[src/rtl/pxs_cursor_gen.sv]
// Text-console cursor overlay on the 26-bit RGB pixel stream, two-stage pipeline.
// Optional build macro PXS_CURSOR_COLOR_EN: hit pixels take a latched cursor colour instead of inverted RGB.
module pxs_cursor_gen #(
  parameter int GW_LOG2      = 3,
  parameter int GH_LOG2      = 4,
  parameter int POS_W        = 7,
  parameter int UL_ROWS      = 2,
  parameter int BAR_COLS     = 2,
  parameter int BLINK_FRAMES = 30
) (
  input  logic             px_clk,
  input  logic             reset,
  input  logic [25:0]      RGBStr_i,
  input  logic [POS_W-1:0] pos_x,
  input  logic [POS_W-1:0] pos_y,
  input  logic [3:0]       tcursor,
  input  logic [2:0]       cursor_rgb,
  output logic [25:0]      RGBStr_o,
  output logic             cursor_hit
);

  typedef enum logic [1:0] {
    SHAPE_OFF       = 2'd0,
    SHAPE_BLOCK     = 2'd1,
    SHAPE_UNDERLINE = 2'd2,
    SHAPE_BAR       = 2'd3
  } shape_e;

  localparam int          CNT_W    = (BLINK_FRAMES > 1) ? $clog2(BLINK_FRAMES) : 1;
  localparam logic [CNT_W-1:0] CNT_MAX = CNT_W'(BLINK_FRAMES - 1);
  localparam logic [31:0] UL_START = 32'((1 << GH_LOG2) - UL_ROWS);
  localparam logic [31:0] BAR_LIM  = 32'(BAR_COLS);

  // Frame-synchronous shadow state
  logic             vs_prev_q,  vs_prev_d;
  logic [POS_W-1:0] pos_x_q,    pos_x_d;
  logic [POS_W-1:0] pos_y_q,    pos_y_d;
  shape_e           shape_q,    shape_d;
  logic             blink_en_q, blink_en_d;
  logic [CNT_W-1:0] blink_cnt_q, blink_cnt_d;
  logic             phase_q,    phase_d;

  // Pipeline
  logic [25:0]      s1_stream_q,  s1_stream_d;
  logic             s1_hit_q,     s1_hit_d;
  logic [25:0]      out_stream_q, out_stream_d;
  logic             out_hit_q,    out_hit_d;

`ifdef PXS_CURSOR_COLOR_EN
  logic [2:0]       color_q,    color_d;
  logic [2:0]       s1_color_q, s1_color_d;
`else
  logic             unused_cursor_rgb;
  assign unused_cursor_rgb = ^cursor_rgb;
`endif

  logic unused_tcursor_rsvd;
  assign unused_tcursor_rsvd = tcursor[3];

  logic frame_tick;
  assign frame_tick = RGBStr_i[1] & ~vs_prev_q;

  always_comb begin : shadow_comb
    // NOTE: every _d takes its hold value first, so no branch can leave one unassigned and infer a latch.
    vs_prev_d   = RGBStr_i[1];
    pos_x_d     = pos_x_q;
    pos_y_d     = pos_y_q;
    shape_d     = shape_q;
    blink_en_d  = blink_en_q;
    blink_cnt_d = blink_cnt_q;
    phase_d     = phase_q;
`ifdef PXS_CURSOR_COLOR_EN
    color_d     = color_q;
`endif
    if (frame_tick) begin
      pos_x_d    = pos_x;
      pos_y_d    = pos_y;
      shape_d    = shape_e'(tcursor[1:0]);
      blink_en_d = tcursor[2];
`ifdef PXS_CURSOR_COLOR_EN
      color_d    = cursor_rgb;
`endif
      if (blink_cnt_q == CNT_MAX) begin
        blink_cnt_d = '0;
        phase_d     = ~phase_q;
      end else begin
        blink_cnt_d = blink_cnt_q + 1'b1;
      end
    end
  end

  // Stage 1: hit uses the shadow values as they stand before any same-cycle tick.
  logic [9:0]         xc, yc;
  logic [GW_LOG2-1:0] cx;
  logic [GH_LOG2-1:0] cy;
  logic               col_match, row_match, in_shape, visible;

  always_comb begin : hit_comb
    xc        = RGBStr_i[22:13];
    yc        = RGBStr_i[12:3];
    cx        = xc[GW_LOG2-1:0];
    cy        = yc[GH_LOG2-1:0];
    col_match = (32'(xc >> GW_LOG2) == 32'(pos_x_q));
    row_match = (32'(yc >> GH_LOG2) == 32'(pos_y_q));
    in_shape  = 1'b0;
    unique case (shape_q)
      SHAPE_OFF:       in_shape = 1'b0;
      SHAPE_BLOCK:     in_shape = 1'b1;
      SHAPE_UNDERLINE: in_shape = (32'(cy) >= UL_START);
      SHAPE_BAR:       in_shape = (32'(cx) < BAR_LIM);
      default:         in_shape = 1'b0;
    endcase
    visible     = phase_q | ~blink_en_q;
    s1_stream_d = RGBStr_i;
    s1_hit_d    = RGBStr_i[0] & col_match & row_match & in_shape & visible;
`ifdef PXS_CURSOR_COLOR_EN
    s1_color_d  = color_q;
`endif
  end

  // Stage 2: recolour the hit pixel, everything else passes through.
  always_comb begin : colour_comb
    out_stream_d = s1_stream_q;
    out_hit_d    = s1_hit_q;
    if (s1_hit_q) begin
`ifdef PXS_CURSOR_COLOR_EN
      out_stream_d[25:23] = s1_color_q;
`else
      out_stream_d[25:23] = ~s1_stream_q[25:23];
`endif
    end
  end

  always_ff @(posedge px_clk) begin
    // NOTE: state is updated with non-blocking assignments so every flop samples pre-edge values.
    if (reset) begin
      vs_prev_q    <= 1'b0;
      pos_x_q      <= '0;
      pos_y_q      <= '0;
      shape_q      <= SHAPE_OFF;
      blink_en_q   <= 1'b0;
      blink_cnt_q  <= '0;
      phase_q      <= 1'b1;
      s1_stream_q  <= '0;
      s1_hit_q     <= 1'b0;
      out_stream_q <= '0;
      out_hit_q    <= 1'b0;
`ifdef PXS_CURSOR_COLOR_EN
      color_q      <= '0;
      s1_color_q   <= '0;
`endif
    end else begin
      vs_prev_q    <= vs_prev_d;
      pos_x_q      <= pos_x_d;
      pos_y_q      <= pos_y_d;
      shape_q      <= shape_d;
      blink_en_q   <= blink_en_d;
      blink_cnt_q  <= blink_cnt_d;
      phase_q      <= phase_d;
      s1_stream_q  <= s1_stream_d;
      s1_hit_q     <= s1_hit_d;
      out_stream_q <= out_stream_d;
      out_hit_q    <= out_hit_d;
`ifdef PXS_CURSOR_COLOR_EN
      color_q      <= color_d;
      s1_color_q   <= s1_color_d;
`endif
    end
  end

  assign RGBStr_o   = out_stream_q;
  assign cursor_hit = out_hit_q;

endmodule
[config.mk]
export PLATFORM = sky130hd
export DESIGN_NAME = pxs_cursor_gen
export DESIGN_NICKNAME = d
export VERILOG_FILES = /design/src/rtl/pxs_cursor_gen.sv
export SDC_FILE = /design/constraint.sdc
export NUM_CORES = 1
export LEC_CHECK = 0
export ABC_AREA = 0
export BUFFER_PORTS_ARGS = -buffer_cell sky130_fd_sc_hd__buf_2
export CORE_ASPECT_RATIO = 1.75
export CORE_MARGIN = 3
export CORE_UTILIZATION = 54
export DETAILED_ROUTE_END_ITERATION = 12
export PLACE_DENSITY = 0.93
export SLEW_MARGIN = 20
export SYNTH_ARGS = -nofsm -noshare
export SYNTH_HDL_FRONTEND = slang
export SYNTH_SLANG_ARGS = --single-unit
[constraint.sdc]
create_clock -name px_clk -period 3.1 [get_ports px_clk]
set_input_delay 0.31 -clock px_clk [delete_from_list [all_inputs] [get_ports px_clk]]
set_output_delay 0.31 -clock px_clk [all_outputs]
set_load 0.01 [all_outputs]
# Word-level counts from Yosys, hierarchy flattened
# Cells that the tools add are included.
[totals]
latchBits = 0
inputBits = 49
output_inout_bits = 27
mem_bits_ro = 0
register_bits = 78
mem_bits_rw = 0
wordCells = 35
n_memories = 0
[classes]
magnitude_cmp = 2
shifts = 0
mux = 3
reduce_logical = 2
multipliers = 0
n_eq_ne = 6
add_sub_neg = 1
div = 0
bitwise = 10
[op_table]
columns = ["op", "n"]
rows = [
  ["$eq 6x7->1", 1],
  ["$eq 7x7->1", 1],
  ["$add 5x1->5 const B", 1],
  ["$and 1x1->1", 5],
  ["$eq 5x5->1 const B", 1],
  ["$mux 5", 1],
  ["$eq 2x2->1 const B", 2],
  ["$ge 4x4->1 const B", 1],
  ["$pmux 1 s4", 1],
  ["$lt 3x2->1 const B", 1],
  ["$mux 3", 1],
  ["$not 1->1", 3],
  ["$not 3->3", 1],
  ["$eq 2x1->1 const B", 1],
  ["$logic_not 2->1", 1],
  ["$reduce_and 2->1", 1],
  ["$or 1x1->1", 1],
]

# Depth between registers and ports, before layout
# Gate-level depths: netlist of the first run.
[depth]
word_depth = 5
ltp_mapped = 6
ltp_nobuf = 6

# Worst setup path after synthesis of the first run
# Ideal clock, no wire load.
[synth_timing]
path_type = "register to register"
from = "register blink_cnt_q[1]"
to = "register blink_cnt_q[1]"
t_arrival_ns = 1.278
setup_time_ns = 0.079
synth_period_minus_slack_ns = 1.358
path_stages_with_launch = 7
setup_slack_ns = 1.742
path_cell_list = "dfxtp_1 -> inv_1 -> ha_1 -> and2_0 -> and4_4 -> or2_4 -> a211oi_2"
[synth_between]
elab_chain_len = 2
elab_cells_between_ends = 3
classes_between = "add/sub: 1; eq/ne: 1; mux: 1"
[synth_rtl]
columns = ["item", "line", "text"]
rows = [
  ["start, declared", "40", "logic [CNT_W-1:0] blink_cnt_q, blink_cnt_d;"],
  ["start signal, assigned", "158", "blink_cnt_q <= blink_cnt_d;"],
  ["$add 5x1->5 or $eq 5x5->1 (tied branches)", "87, 83", ""],
  ["$mux 5 *", "83", "if (blink_cnt_q == CNT_MAX) begin"],
]
# Mark *: on every way between the ends. The rest lies on a longest branch, timed or not.
# A chain may end at the register's enable or synchronous reset.

# Worst setup path in the final report of the first run
# Ends and elaborated chain as after synthesis.

==> qor.yml, run 1 <==
cells_and_area:
  design_area_um2: 3090
  layout_common_cells: "77 x dfxtp_1, 71 x buf_2, 50 x nor2b_1"
  final_common_cell: "dfxtp_1"
  num-nets-final: 363
  layout-drive-gt1-share: 0.293
  syn_to_final_growth_pct: 23.0
  n_antenna_cell: 0
  layout.cells.non_filler: 368
worst_setup_path:
  worstPathArrival_ns: 1.73
  worstSetupStartpointType: "register"
  required_ns: 3.37
  cp-end-kind: "register"
  worstPathMaxFanout: 5
  path_class: "reg -> reg"
timing:
  tightest_slew_ns: 0.751
  maxSlewHeadroom: 0.499
  fin_crit_ns: 1.46
  rsz0062_at_grt: "no"
  min_period_over_period: 0.472
  hold_viol_final: 0
  setup_violations: 0
  fin_ws_ns: 1.64
  fmax_ghz: 0.684
  fin_setup_tns_ns: 0
  fin_skew_ns: 0.00942
  final_max_slew_viol_count: 0
logic_synthesis:
  syn-cell-area_um2: 2510
  ys.flop_type: "dfxtp_1"
  yosysUniqueCellTypes: 24
  synth_seq_area_share: 0.614
  synth_edf_count: 0
  async_reset_ff_frac: 0
  syn_nets: 292
  synth_area_per_cell_um2: 10.4
  yosys_register_bits: 77
  synthCells: 241
  ys_warn_count: 0
pwr:
  p_int_w: 0.00149
  pwr-share-comb: 0.076
  powerDensity_nw_per_um2: 629
  p_seq_frac: 0.542
  clkPwrFrac: 0.382
  p_switching_w: 0.000456
  p_sw_frac: 0.235
  ir_worst_vdd_mv: 0.535
  p_leak_nw: 1.34
run:
  cap_violations: 0
clock_tree:
  cts_tree: "done"
  clockRootBuffer: "clkbuf_8"
  cts_buffer_depth: 2
  path_clk_slew_ns: 0.08
  h-tree-depth: 3
  numCtsBuffers: 9
  clk_latency_ns: 0.35
  cts.sinks: 77
  postCtsSetupRepairBufs: 0
  cts_hold_repair.buffers: 0
  cts_resized: 0
drt:
  drt_iter0_drc: 21
  final_antenna_net_count: 0
  post_drt_wl_per_cell_um: 12.2
  post-route-drc-count: 0
  firstDrtPassIters: 4
  via_count: 1708
  wl_um: 4500
  vias_per_cell: 4.64
floorplanning:
  dieWidth_um: 57.6
  core_area_um2: 4440
  die_area_um2: 5540
  start_util: 0.565
  num_rows: 32
  fp.dieH_um: 96.2
  ios: 76
placed_design:
  pre_cts_slack_ns: 1.55
  dp.cells: 352
  io_buffers: 71
  dpl_cell_area_um2: 2890
  hpwlAfterDp_um: 3340
  place.gp.congestion: 0.704
grt:
  grt_pass1_vias: 1710
  grt.overflow.total: 0
  grt_pass1_wl_um: 7400
  grt_usage: 0.180
  grt_max_degree: 46
  antenna_found_initial: 0
hold_path:
  hold_class: "in -> reg"
run_status:
  status: "complete, no violations"
## synth_stat cells (2+ instances only)
master | n | area, um^2
a21oi_1 | 17 | 85.1
buf_2 | 4 | 20.0
clkbuf_1 | 7 | 26.3
dfxtp_1 | 77 | 1540
ha_1 | 2 | 25.0
inv_1 | 2 | 7.51
nand2_1 | 35 | 131
nand2b_1 | 2 | 12.5
nand4_1 | 5 | 31.3
nor2_1 | 8 | 30.0
nor2b_1 | 50 | 313
xnor2_1 | 18 | 158
xor2_1 | 3 | 26.3
## worst max-delay path: stages (launching register included)
cell      delay (ns)
dfxtp_1         0.38
inv_1           0.06
ha_1            0.17
and2_0          0.15
and4_4          0.20
or2_4           0.25
a211oi_2        0.18
## power by group through the flow
stage          clock, W  combinational [W]  sequential, W
3_3_place_gp          0           0.000142        0.00107
6_report       0.000742           0.000147        0.00105
5_1_grt        0.000805           0.000166        0.00106
3_5_place_dp          0           0.000149        0.00108
4_1_cts        0.000767           0.000149        0.00105
2_1_floorplan         0          0.0000841        0.00108
## state kept, by name (all words and copies together) (netlist names)
name / flops
blink_cnt_q: 5
pos_y_q: 7
shape_q: 2
blink_en_q: 1
RGBStr_o: 26
phase_q: 1
pos_x_q: 7
s1_stream_q: 26
cursor_hit: 1
out_hit_d: 1
## metrics by stage
stage               total power, W   util  hold slack (ns)
global route               0.00203  0.695            0.178
CTS                        0.00197  0.695            0.154
global placement           0.00122  0.650            0.416
floorplan                  0.00117      -            0.410
detailed placement         0.00123  0.650            0.422
finish                     0.00194  0.695            0.177
## routing by layer
layer	up-vias	global-route usage	part of all wire
met1	753	0.181	0.38
li1	904	-	-
met4	0	0.112	0.021
met5	-	0	0
met2	44	0.315	0.54
met3	7	0.0550	0.060
## final cells by class
class                   instances  area [um^2]
well taps                      51         63.8
inverters                       2         7.51
multi-input cells             150          913
clock buffers                  10          128
flip-flops and latches         77         1540
clock inverters                 6         72.6
repair buffers                 72          363
fillers                       338         1360
## final timing paths
path | slack [ns] | to | start | cells after the start
worst min-delay path | 0.18 | s1_stream_q[24] | RGBStr_i[24] | 2
worst min register to register | 0.44 | RGBStr_o[17] | s1_stream_q[17] | 1
worst max-delay path | 1.64 | blink_cnt_q[1] | blink_cnt_q[1] | 6
worst max register to register | 1.64 | blink_cnt_q[1] | blink_cnt_q[1] | 6
## cell families (layout without fill, tap and decap cells)
logic type,after synthesis,in the layout,share of synthesized area
and+or+nand+nor,106,106,0.230
DFF,77,77,0.614
AOI/OAI and AO/OA,21,21,0.0508
xor gates and xnor gates,21,21,0.0732
buffers and inverters,14,90,0.0229
adders and majority gates,2,2,0.00996
Power figures use the tool's default switching activity.
==> run 2: changes to the inputs <==
- CORE_UTILIZATION: 54 -> 50
- PLACE_DENSITY: 0.93 -> 0.88
- clock period: 3.1 -> 1.35 ns (I/O delays scaled with it)
==> run 2 against run 1 <==
Against the previous run:
- utilization decreased by 2.9 points
- total power grew 140%
- register-to-register slack got worse by 1.6 ns
- sequential power is 130% higher
- critical endpoint unchanged
==> qor.yml, run 2 (synthesis results as in run 1) <==
run_status:
  status: "complete, no violations"
grt:
  antenna_found_initial: 0  # unchanged
  grt_usage: 0.169  # -0.0106
  grt_max_degree: 66  # +43%
  grt.overflow.total: 0  # unchanged
  grt_pass1_vias: 1711  # +0.058%
  grt_pass1_wl_um: 7420  # +0.28%
drt:
  vias_per_cell: 4.63  # -0.26%
  firstDrtPassIters: 4  # unchanged
  final_antenna_net_count: 0  # unchanged
  post-route-drc-count: 0  # unchanged
  wl_um: 4540  # +0.80%
  post_drt_wl_per_cell_um: 12.1  # -1.1%
  via_count: 1736  # +1.6%
  drt_iter0_drc: 23  # +9.5%
worst_setup_path:
  cp-end-kind: "register"
  required_ns: 1.61  # -1.76 ns
  critPathLaunch: "blink_cnt_q[1]"
  worstPathMaxFanout: 5  # unchanged
  timing.rr.start: "blink_cnt_q[1]"
  path_class: "reg -> reg"
  worstPathArrival_ns: 1.56  # -0.17 ns
  crit_end: "blink_cnt_q[1]"
  r2r-end: "blink_cnt_q[1]"
  worstSetupStartpointType: "register"
  r2r_cells: 6  # unchanged
  rrSetupSlack_ns: 0.05  # -1.59 ns
timing:
  fin_crit_ns: 1.30  # -0.159 ns
  hold_viol_final: 0  # unchanged
  fin_skew_ns: 0.00677  # -0.00265 ns
  setup_violations: 0  # unchanged
  fmax_ghz: 0.767  # +12%
  min_period_over_period: 0.966  # +0.494
  rsz0062_at_grt: "yes"
  final_max_slew_viol_count: 0  # unchanged
  fin_setup_tns_ns: 0  # unchanged
  maxSlewHeadroom: 0.829  # +0.330
  tightest_slew_ns: 0.253  # -0.498 ns
clock_tree:
  numCtsBuffers: 9  # unchanged
  cts_buffer_depth: 2  # unchanged
  path_clk_slew_ns: 0.08  # about the same
  clk_latency_ns: 0.33  # -0.02 ns
  h-tree-depth: 3  # unchanged
  cts_tree: "done"
  cts_hold_repair.buffers: 0  # unchanged
  clockRootBuffer: "clkbuf_8"
  cts.sinks: 77  # unchanged
run:
  cap_violations: 0  # unchanged
cells_and_area:
  layout-drive-gt1-share: 0.316  # +0.0224
  layout_common_cells: "76 x dfxtp_1, 71 x buf_2, 50 x nor2b_1"
  n_antenna_cell: 0  # unchanged
  syn_to_final_growth_pct: 26.9
  finish.utilization: 0.666  # -0.0292
  num-nets-final: 369  # +1.7%
  final_common_cell: "dfxtp_1"
pwr:
  p_leak_nw: 1.39  # +4.4%
  powerDensity_nw_per_um2: 1460  # +130%
  ir_worst_vdd_mv: 1.20  # +130%
floorplanning:
  core_area_um2: 4790  # +7.8%
  die_area_um2: 5940  # +7.3%
  num_rows: 33  # +3.1%
  dieWidth_um: 59.6  # +3.5%
  ios: 76  # unchanged
  start_util: 0.525  # -0.0408
  fp.dieH_um: 99.8  # +3.7%
hold_path:
  worstHoldStart: "RGBStr_i[2]"
  hold_class: "in -> reg"
placed_design:
  place.gp.congestion: 0.757  # +7.6%
  hpwlAfterDp_um: 3380  # +1.2%
  io_buffers: 71  # unchanged
run 2: report_power, final:
part / internal, W / switching [W] / total, W
combinational: 0.000188 / 0.000176 / 0.000364
clock: 0.00109 / 0.000782 / 0.00188
sequential: 0.00238 / 0.0000399 / 0.00242
run 2: routing by layer:
| layer | up-vias | track usage | routed length (um) |
|---|---|---|---|
| li1 | 914 | - | - |
| met1 | 773 | 0.163 | 1600 |
| met3 | 6 | 0.0541 | 244 |
| met2 | 43 | 0.308 | 2610 |
| met4 | 0 | 0.0819 | 81 |
| met5 | - | 0 | 0 |
run 2: critical path, stage by stage, from the launching register on:
cell	delay [ns]
dfxtp_2	0.33
inv_1	0.04
ha_1	0.16
and2_1	0.13
and4_4	0.18
or2_4	0.25
a211oi_2	0.13
run 2: what timing repair did:
item / CTS / global route
resized for setup: 1 / 2
pin swaps: 4 / 1
endpoints found under the setup margin: 1 / 5
buffers inserted: 1 / 0
run 2: through the flow:
step / hold WS [ns] / std cells / total power [W] / instance area [um^2] / worst slack, ns
floorplan: 0.263 / 241 / 0.00268 / 2510 / 0.0155
global placement: 0.346 / 358 / 0.00282 / 2940 / 0.0192
detailed placement: 0.362 / 358 / 0.00284 / 2940 / -0.0330
CTS: 0.00334 / 375 / 0.00470 / 3170 / 0.0176
global route: 0.0159 / 375 / 0.00485 / 3190 / -0.0191
finish: 0.0165 / 375 / 0.00466 / 3190 / 0.0465
run 2: worst min-delay path by stage:
stage,cells after the start,endpoint
after global placement,2,s1_stream_q[25]
after global routing,2,s1_stream_q[5]
final,2,s1_stream_q[2]
after CTS,2,s1_stream_q[2]
after detailed placement,2,s1_stream_q[2]
after floorplan,1,s1_stream_q[10]
run 2: area by class of cell:
class | count | area (um^2)
sequential | 77 | 1540
tap | 52 | 65.1
clock buffer | 11 | 141
fill | 398 | 1600
clock inverter | 5 | 83.8
inverter | 2 | 7.51
multi-input combinational | 150 | 928
timing repair buffer | 78 | 420
==> run 3: changes to the inputs <==
- CELL_PAD_IN_SITES_DETAIL_PLACEMENT: unset -> 1
- CELL_PAD_IN_SITES_GLOBAL_PLACEMENT: unset -> 1
- CORE_UTILIZATION: 50 -> 38
==> run 3 against run 2 <==
Against the previous run:
- sequential power barely moved
- first-iteration DRC count rose by 140%
- total power fell by 8.0%
- non-clock buffer count rose by 4
- hold slack improved by 0.0072 ns
- utilization fell by 16 points
- sequential cell count did not move
- clock power fell by 21%
- setup slack improved by 0.0090 ns
- via count rose by 3.6%
- critical path depth did not move
- combinational power rose by 4%
- critical path type unchanged
- largest cell class unchanged
==> qor.yml, run 3 (synthesis results as in run 1) <==
drt:
  drt_iter0_drc: 55  # +140%
  wl_um: 5200  # +15%
  post-route-drc-count: 0  # unchanged
  via_count: 1799  # +3.6%
  firstDrtPassIters: 4  # unchanged
  post_drt_wl_per_cell_um: 12.8  # +6.1%
  vias_per_cell: 4.44  # -4.0%
  final_antenna_net_count: 0  # unchanged
floorplanning:
  start_util: 0.397  # -0.127
  dieWidth_um: 67.5  # +13%
  ios: 76  # unchanged
  core_area_um2: 6320  # +32%
  num_rows: 38  # +15%
  die_area_um2: 7660  # +29%
  fp.dieH_um: 114  # +14%
clock_tree:
  clockRootBuffer: "clkbuf_8"
  cts_buffer_depth: 2  # unchanged
  clk_latency_ns: 0.34  # about the same
  h-tree-depth: 3  # unchanged
  cts_tree: "done"
  postCtsSetupRepairBufs: 0  # -1
  path_clk_slew_ns: 0.07  # about the same
  numCtsBuffers: 9  # unchanged
  cts.sinks: 77  # unchanged
run_status:
  status: "complete, no violations"
worst_setup_path:
  r2r-end: "blink_cnt_q[1]"
  timing.rr.start: "blink_cnt_q[1]"
  worstSetupStartpointType: "register"
  cp-end-kind: "register"
  required_ns: 1.61  # about the same
  rrSetupSlack_ns: 0.06  # about the same
  path_class: "reg -> reg"
  worstPathMaxFanout: 5  # unchanged
  worstPathArrival_ns: 1.56  # about the same
  r2r_cells: 6  # unchanged
timing:
  timing.hold.ws_ns: 0.0237  # +0.00720 ns
  tightest_slew_ns: 0.370  # +0.117 ns
  final_max_slew_viol_count: 0  # unchanged
  fin_skew_ns: 0.00491  # -0.00186 ns
  fmax_ghz: 0.772  # +0.69%
  rsz0062_at_grt: "no"
  fin_crit_ns: 1.29  # -0.00899 ns
  setup_violations: 0  # unchanged
  fin_ws_ns: 0.0555  # +0.00899 ns
  maxSlewHeadroom: 0.753  # -0.0758
  hold_viol_final: 0  # unchanged
  min_period_over_period: 0.959  # -0.00666
hold_path:
  worstHoldStart: "tcursor[2]"
  holdPathStages: 3  # +1
  worstHoldEndpoint: "blink_en_q"
  hold_class: "in -> reg"
placed_design:
  pre_cts_slack_ns: -0.0398  # -0.00681 ns
  place.gp.congestion: 0.714  # -5.7%
  io_buffers: 71  # unchanged
  hpwlAfterDp_um: 3880  # +15%
cells_and_area:
  layout-drive-gt1-share: 0.311  # -0.00502
  final_common_cell: "dfxtp_1"
  syn_to_final_growth_pct: 26.9  # about the same
  n_antenna_cell: 0  # unchanged
  n_fill_cell: 752  # +89%
  num-nets-final: 373  # +1.1%
  layout_common_cells: "75 x dfxtp_1, 71 x buf_2, 50 x nor2b_1"
grt:
  grt.overflow.total: 0  # unchanged
  grt_pass1_wl_um: 8170  # +10%
  grt_usage: 0.147  # -0.0215
  grt_pass1_vias: 1787  # +4.4%
  grt_max_degree: 39  # -41%
  antenna_found_initial: 0  # unchanged
pwr:
  powerDensity_nw_per_um2: 1340  # -8.0%
  ir_worst_vdd_mv: 0.623  # -48%
  p_leak_nw: 1.38  # -1.1%
run:
  cap_violations: 0  # unchanged
[run 3: changes by cell type in the layout (fill, tap and decap cells not counted), moves of 2 or more]
cell	previous run	this run
bufinv_16	2	0
clkinvlp_4	2	0
clkinv_2	0	2
dlygate4sd3_1	0	4
[run 3: worst max-delay path by stage]
stage / slack [ns] / to / start
global placement: 0.01 / blink_cnt_q[1] / blink_cnt_q[1]
floorplan: 0.02 / blink_cnt_q[1] / blink_cnt_q[1]
global route: 0.005 / out_hit_d / pos_x_q[2]
CTS: 0.007 / blink_cnt_q[1] / blink_cnt_q[1]
detailed placement: -0.04 / blink_cnt_q[1] / blink_cnt_q[1]
finish: 0.06 / blink_cnt_q[1] / blink_cnt_q[1]
[run 3: timing repair]
item	4_1_cts	5_1_grt
pin swaps	4	3
endpoints found under the hold margin	4	0
endpoints found under the setup margin	1	3
hold buffers	4	0
gates resized for setup	1	3
[run 3: through the flow]
step                 util  setup TNS (ns)  cell area [um^2]  std cells  power, W
floorplan               -               0              2510        241   0.00268
global placement    0.470               0              2970        387   0.00282
detailed placement  0.470         -0.0398              2970        387   0.00284
CTS                 0.502               0              3180        405   0.00434
global route        0.504               0              3190        405   0.00448
finish              0.504               0              3190        405   0.00428
[run 3: layout make-up]
| cell class | count | area [um^2] | area share |
|---|---|---|---|
| flip-flops and latches | 77 | 1540 | 0.484 |
| multi-input cells | 150 | 923 | 0.290 |
| repair buffers | 82 | 448 | 0.141 |
| clock buffers | 12 | 155 | 0.0487 |
| well taps | 80 | 100 | 0.0314 |
| clock inverters | 2 | 10.0 | 0.00314 |
| inverters | 2 | 7.51 | 0.00235 |
[run 3: report_power, final]
| group | switching, W | internal [W] |
|---|---|---|
| clock | 0.000743 | 0.000742 |
| sequential | 0.0000409 | 0.00238 |
| combinational | 0.000184 | 0.000195 |
[run 3: worst max-delay path, stage by stage, from the launching register on]
cell and delay, ns:
dfxtp_2 0.33, inv_1 0.04, ha_2 0.15, and2_1 0.13, and4_4 0.18, or2_4 0.25
a211oi_2 0.13
[run 3: layer usage]
layer  GRT usage  part of all wire
met5           0                 0
met4       0.106             0.028
met3      0.0207             0.042
met2       0.256              0.56
met1       0.155              0.37
